**src/rtl/wb_reg_file.sv**
```systemverilog
`default_nettype none
// ============================================================================
// Module   : wb_reg_file
// Brief    : 2^ADDR_WIDTH x DATA_WIDTH register file with r0 fixed at zero.
//            Two combinational reads with same-cycle write-to-read bypass.
// Revision : 1.0 - initial release
// ============================================================================
module wb_reg_file #(
    parameter int DATA_WIDTH = 32,
    parameter int ADDR_WIDTH = 5
) (
    input  logic                  Clk,
    input  logic                  Rst,
    input  logic [ADDR_WIDTH-1:0] ReadReg1_In,
    input  logic [ADDR_WIDTH-1:0] ReadReg2_In,
    input  logic [ADDR_WIDTH-1:0] WriteReg_In,
    input  logic [DATA_WIDTH-1:0] WriteData_In,
    input  logic                  RegWrite_In,
    output logic [DATA_WIDTH-1:0] ReadData1_Out,
    output logic [DATA_WIDTH-1:0] ReadData2_Out
);

    localparam int c_NUM_REGS = 1 << ADDR_WIDTH;

    logic [DATA_WIDTH-1:0] r_regs [c_NUM_REGS];
    logic                  w_wr_en;
    logic [DATA_WIDTH-1:0] w_rd1;
    logic [DATA_WIDTH-1:0] w_rd2;

    // A write to index 0 is dropped here so r_regs[0] never leaves its reset value.
    assign w_wr_en = RegWrite_In && (WriteReg_In != '0);

    always_ff @(posedge Clk or posedge Rst) begin
        if (Rst) begin
            for (int i = 0; i < c_NUM_REGS; i++) begin
                r_regs[i] <= '0;
            end
        end else if (w_wr_en) begin
            r_regs[WriteReg_In] <= WriteData_In;
        end
    end

    // Reads are forced to zero while in reset, even if a bypass would apply.
    always_comb begin
        w_rd1 = '0;
        if (!Rst && (ReadReg1_In != '0)) begin
            if (RegWrite_In && (WriteReg_In == ReadReg1_In)) begin
                w_rd1 = WriteData_In;
            end else begin
                w_rd1 = r_regs[ReadReg1_In];
            end
        end
    end

    always_comb begin
        w_rd2 = '0;
        if (!Rst && (ReadReg2_In != '0)) begin
            if (RegWrite_In && (WriteReg_In == ReadReg2_In)) begin
                w_rd2 = WriteData_In;
            end else begin
                w_rd2 = r_regs[ReadReg2_In];
            end
        end
    end

    assign ReadData1_Out = w_rd1;
    assign ReadData2_Out = w_rd2;

endmodule
`default_nettype wire
```
**config.mk**
```make
export PLATFORM = sky130hd
export DESIGN_NAME = wb_reg_file
export DESIGN_NICKNAME = d
export VERILOG_FILES = /design/src/rtl/wb_reg_file.sv
export SDC_FILE = /design/constraint.sdc
export NUM_CORES = 2
export LEC_CHECK = 0
export CAP_MARGIN = 20
export CORE_ASPECT_RATIO = 1.5
export CORE_MARGIN = 4
export CORE_UTILIZATION = 50
export DETAILED_ROUTE_END_ITERATION = 10
export PLACE_DENSITY = 0.76
export SYNTH_ARGS = -nofsm -noshare
export SYNTH_HDL_FRONTEND = slang
export SYNTH_SLANG_ARGS = --single-unit
```
**constraint.sdc**
```tcl
create_clock -name Clk -period 56.2 [get_ports Clk]
set_input_delay 11.24 -clock Clk [delete_from_list [all_inputs] [get_ports Clk]]
set_output_delay 11.24 -clock Clk [all_outputs]
set_load 0.05 [all_outputs]
```
### Word-level counts from Yosys, hierarchy flattened

Cells that the tools add are included.

| storage, ports and cells | value |
|---|---|
| logic and storage cells | 64 |
| output and inout port bits | 64 |
| input port bits | 50 |
| register bits after elaboration | 1024 |

| operators by class | value |
|---|---|
| equality and inequality tests | 2 |
| muxes and demuxes | 13 |
| magnitude comparators | 4 |
| reductions and logical operators | 10 |
| bitwise operators | 3 |

Operator list:

| cell | number |
|---|---|
| $bwmux 1024 | 1 |
| $bmux 32 s5 | 2 |
| $mux 32 | 9 |
| $demux 32 s5 | 1 |
| $ge 6x6->1 const B | 3 |
| $not 5->6 | 3 |
| $reduce_bool 5->1 | 3 |
| $eq 5x5->1 | 2 |
| $logic_and 1x1->1 | 6 |
| $lt 6x1->1 const B | 1 |
| $logic_not 1->1 | 1 |

### Depth between registers and ports, before layout

| depth | value |
|---|---|
| word-level depth | 6 |
| gate-level depth with buffers | 9 |
| gate-level depth less buffers | 5 |

### Worst setup path after synthesis

No wires, ideal clock.

| path | value |
|---|---|
| path type | input -> output |
| start | input port Rst |
| end | output port ReadData1_Out[0] |
| data required time | 44.960 ns |
| arrival time | 36.211 ns |
| setup slack | 8.749 ns |
| buffers on the path | 1 |
| cell stages on the path | 5 |
| path through | inv_1 > o311ai_2 > buf_2 > a21oi_1 > a211o_1 |

| between the ends | value |
|---|---|
| longest elaborated chain between the ends | 3 |

RTL lines:

| element | line | source |
|---|---|---|
| start, declared | 13 | `input logic Rst,` |
| $logic_not 1->1 | 46 | `if (!Rst && (ReadReg1_In != '0)) begin` |
| $logic_and 1x1->1 | 46 |  |
| $mux 32 | 46 |  |
| end, declared | 19 | `output logic [DATA_WIDTH-1:0] ReadData1_Out,` |

No other way between the ends.

### Final worst setup path

| path | value |
|---|---|
| start | input port ReadReg1_In[0] |
| end | output port ReadData1_Out[30] |

| between the ends | value |
|---|---|
| longest elaborated chain between the ends | 6 |
| elaborated cells between the ends (all ways) | 10 |
| those cells by class | 1 x eq/ne; 5 x mux; 1 x bitwise; 3 x reduce/logical |

RTL lines:

| element | line | source |
|---|---|---|
| start, declared | 14 | `input logic [ADDR_WIDTH-1:0] ReadReg1_In,` |
| $not 5->6 (not written as such) | 50 | `w_rd1 = r_regs[ReadReg1_In];` |
| $bmux 32 s5 | 50 |  |
| $mux 32 (not written as such) (2 in series) | 50 |  |
| $mux 32 | 47 | `if (RegWrite_In && (WriteReg_In == ReadReg1_In)) begin` |
| $mux 32 * | 46 |  |

Mark *: on every way between the ends. The rest lies on a longest branch, timed or not. The select of a mux whose other input is x is not followed.

==> flow_metrics.py <==
metrics = {
    "setup_path": {
        "r2r_setup_slack_ns": 55.38,
        "slowest_stage": "clkdlybuf4s50_1",
        "endpoint_kind": "output port",
        "critPathMaxFanout": 107,
        "crit_path_frequent_cell": "buf_12",
        "r2r-start": "r_regs[584]$_DFFE_PP0P_",
        "required_ns": 44.96,
        "reg2reg_to": "r_regs[584]$_DFFE_PP0P_",
        "rr_worst_depth": 1,
        "crit_type": "primary input to output port",
        "path_cells": "buf_8 -> buf_12 -> buf_12 -> buf_4 -> mux2i_1 -> a221oi_1 -> a22oi_1 -> a21oi_1 -> a211o_1 -> clkdlybuf4s50_1",
        "critPathArrivalTime_ns": 16.63,
        "crit_path_start_kind": "primary input",
        "max_stage_delay_ns": 0.98,
    },
    "logic_synthesis": {
        "synth_fa_ha_area_share_pct": 0,
        "synth_edf_count": 0,
        "ys_warn_count": 0,
        "synthMuxAreaShare_pct": 41.1,
        "yosysUniqueCellTypes": 45,
        "synthDominantCellAreaShare_pct": 46.8,
        "synth.area.top_cells": "dfrtp_1, mux2_2, mux4_2, mux2i_1, a22oi_1",
        "synth_compound_area_share_pct": 7.17,
        "seq_area_frac_synth_pct": 46.8,
        "avgSynthCellArea_sq_um": 14.5,
        "synthFlopType": "dfrtp_1",
        "syn_inst": 3772,
        "synth_top_family_by_area": "multiplexers",
        "syn_nets": 3822,
        "synth-seq-cells": 1024,
        "synth_area_sq_um": 54700,
        "yosys.area_share.simple_pct": 0.962,
        "synth_xor_xnor_area_share_pct": 0.144,
        "async_flop_share_pct": 100,
        "synth_largest_area_cell": "dfrtp_1",
    },
    "global_routing": {
        "overflow": 0,
        "grt_pass1_wl_um": 253000,
        "grt_max_degree": 173,
        "busiest_layer": "met2",
        "met2_usage_pct": 48.0,
        "grt_antenna_before_repair": 9,
        "grt_pass1_vias": 37900,
        "grt.met1_usage_pct": 37.8,
        "grt_util_all_layers_pct": 29.4,
        "use_met3_pct": 6.56,
    },
    "drt": {
        "wire_per_inst_um": 33.1,
        "drt-vias-per-instance": 7.09,
        "drt-total-wl_um": 171000,
        "antenna_left": 0,
        "drc": 0,
        "dr.pass1.iters": 5,
        "via_count": 36600,
        "drt-initial-drc-count": 4518,
    },
    "floorplanning": {
        "start_util_pct": 50.4,
        "die_h_um": 413,
        "core_area_sq_um": 109000,
        "io_pins": 114,
        "die_w_um": 278,
        "die_area_sq_um": 115000,
        "rows": 148,
    },
    "sta": {
        "fmax_ghz": 0.0359,
        "rsz0062_at_grt": "no",
        "worstMarginPinSlew_ns": 1.14,
        "setup_tns_ns": 0,
        "finalCritPeriodShare_pct": 49.6,
        "slew_viol_final": 0,
        "fin_crit_ns": 27.87,
        "hold_viol": 0,
        "clock_skew_ns": 0,
        "slew_headroom_pct": 23.8,
        "finalSetupViolCount": 0,
        "whs_ns": 0.396,
    },
    "power": {
        "power.density_nw_per_um2": 35.4,
        "leakagePower_uw": 0.0262,
        "ir_worst_vdd_uv": 35.9,
    },
    "worst_hold_path": {
        "min_from": "r_regs[1016]$_DFFE_PP0P_",
        "hold_path_class": "register to register",
        "holdPathEnd": "r_regs[1016]$_DFFE_PP0P_",
        "whs_path_depth": 0,
    },
    "clock_tree": {
        "post_cts_resized": 0,
        "cts_tree": "done",
        "clk_pin_slew_worst_paths_ns": 0.06,
        "cts_setup_buffers": 0,
        "root_buffer": "clkbuf_16",
        "h-tree-depth": 3,
        "clk_latency_ns": 0.68,
        "postCtsHoldBufs": 0,
        "cts_buffer_depth": 3,
        "cts_buffers": 100,
        "clkSinkCount": 1024,
    },
    "finish": {
        "postLayoutCellArea_sq_um": 60500,
        "largest_reg_flops": 1024,
        "layout_commonest_cell": "dfrtp_1",
        "drive_gt1_share_pct": 45.1,
        "layout.nets": 3708,
        "n_fill_cell": 8544,
        "final_cell_mix": "dfrtp_1, mux2_2, mux4_2",
        "largest-register": "r_regs",
        "stdcell_count": 5166,
        "syn2layout_area_growth_pct": 10.4,
        "top_regs": "r_regs x1024",
    },
    "status": {
        "status": "finished, final reports clean",
    },
    "place": {
        "hpwl_um": 95100,
        "io_buffer_count": 113,
        "dp_cells": 4971,
        "gp_congestion": 0.817,
        "place_area_sq_um": 56700,
    },
    "run": {
        "max_cap_viol_count": 0,
    },
}
==> final cells by class <==
class,count,area (sq um),area share [%]
clock inverter,26,439,0.726
antenna,4,10.0,0.0166
clock buffer,155,3030,5.01
timing repair buffer,222,2210,3.65
multi-input combinational,2307,27300,45.2
sequential,1024,25600,42.4
tap,1425,1780,2.95
inverter,3,18.8,0.0310
==> cells in the mapped netlist (5+ instances only) <==
library cell	instances
dfrtp_1	1024
mux2_2	978
mux4_2	382
mux2i_1	275
clkbuf_1	200
a22oi_1	161
buf_2	135
a21oi_1	121
a221oi_1	71
buf_1	53
nand2_1	44
buf_4	34
o21bai_1	33
a211o_1	32
a22o_1	32
a211oi_1	31
o221ai_1	24
o22ai_1	24
nor2_1	20
buf_6	15
mux2_1	14
xnor2_1	9
o21ai_1	8
nor2b_1	7
nor3_1	6
nand3_1	5
nand3b_1	5
==> power breakdown <==
part	internal [uW]	switching, uW
registers	878	105
clock network	421	297
logic	249	188
==> logic make-up after synthesis <==
family,after synthesis
AOI/OAI and AO/OA,541
buffers and inverters,441
and+or+nand+nor,108
DFF,1024
muxes,1649
xor gates and xnor gates,9
==> worst max path at each step <==
stage                         from                end  slack, ns  cells past startpoint
finish              ReadReg1_In[0]  ReadData1_Out[30]      28.33                     10
global route        ReadReg1_In[0]  ReadData1_Out[25]      28.02                     10
CTS                 ReadReg1_In[0]  ReadData1_Out[30]      28.33                     10
detailed placement  ReadReg1_In[0]  ReadData1_Out[30]      28.35                      9
global placement    ReadReg1_In[0]  ReadData1_Out[20]      28.39                     10
floorplan                      Rst   ReadData1_Out[0]       8.75                      5
==> metal layers <==
metal | vias up | share of wire, %
met5 | - | 0.015
li1 | 14400 | -
met1 | 19500 | 37
met4 | 4 | 5.0
met3 | 562 | 9.5
met2 | 2191 | 48
==> critical path, delay by kind of cell <==
family                 cells  cell delay, ns
AO/OA/AOI/OAI              4            1.08
multiplexers               1            0.20
buffers and inverters      5            3.58
==> metrics by stage <==
stage / util (%) / setup WS, ns / total power [uW]
final: 55.6 / 28.33 / 2140
after floorplan: - / 8.75 / 1310
after global routing: 55.6 / 28.02 / 2220
after global placement: 52.2 / 28.39 / 1400
after CTS: 55.4 / 28.33 / 2140
after detailed placement: 52.2 / 28.35 / 1420
Note: power is estimated with default switching activity, not from simulation.
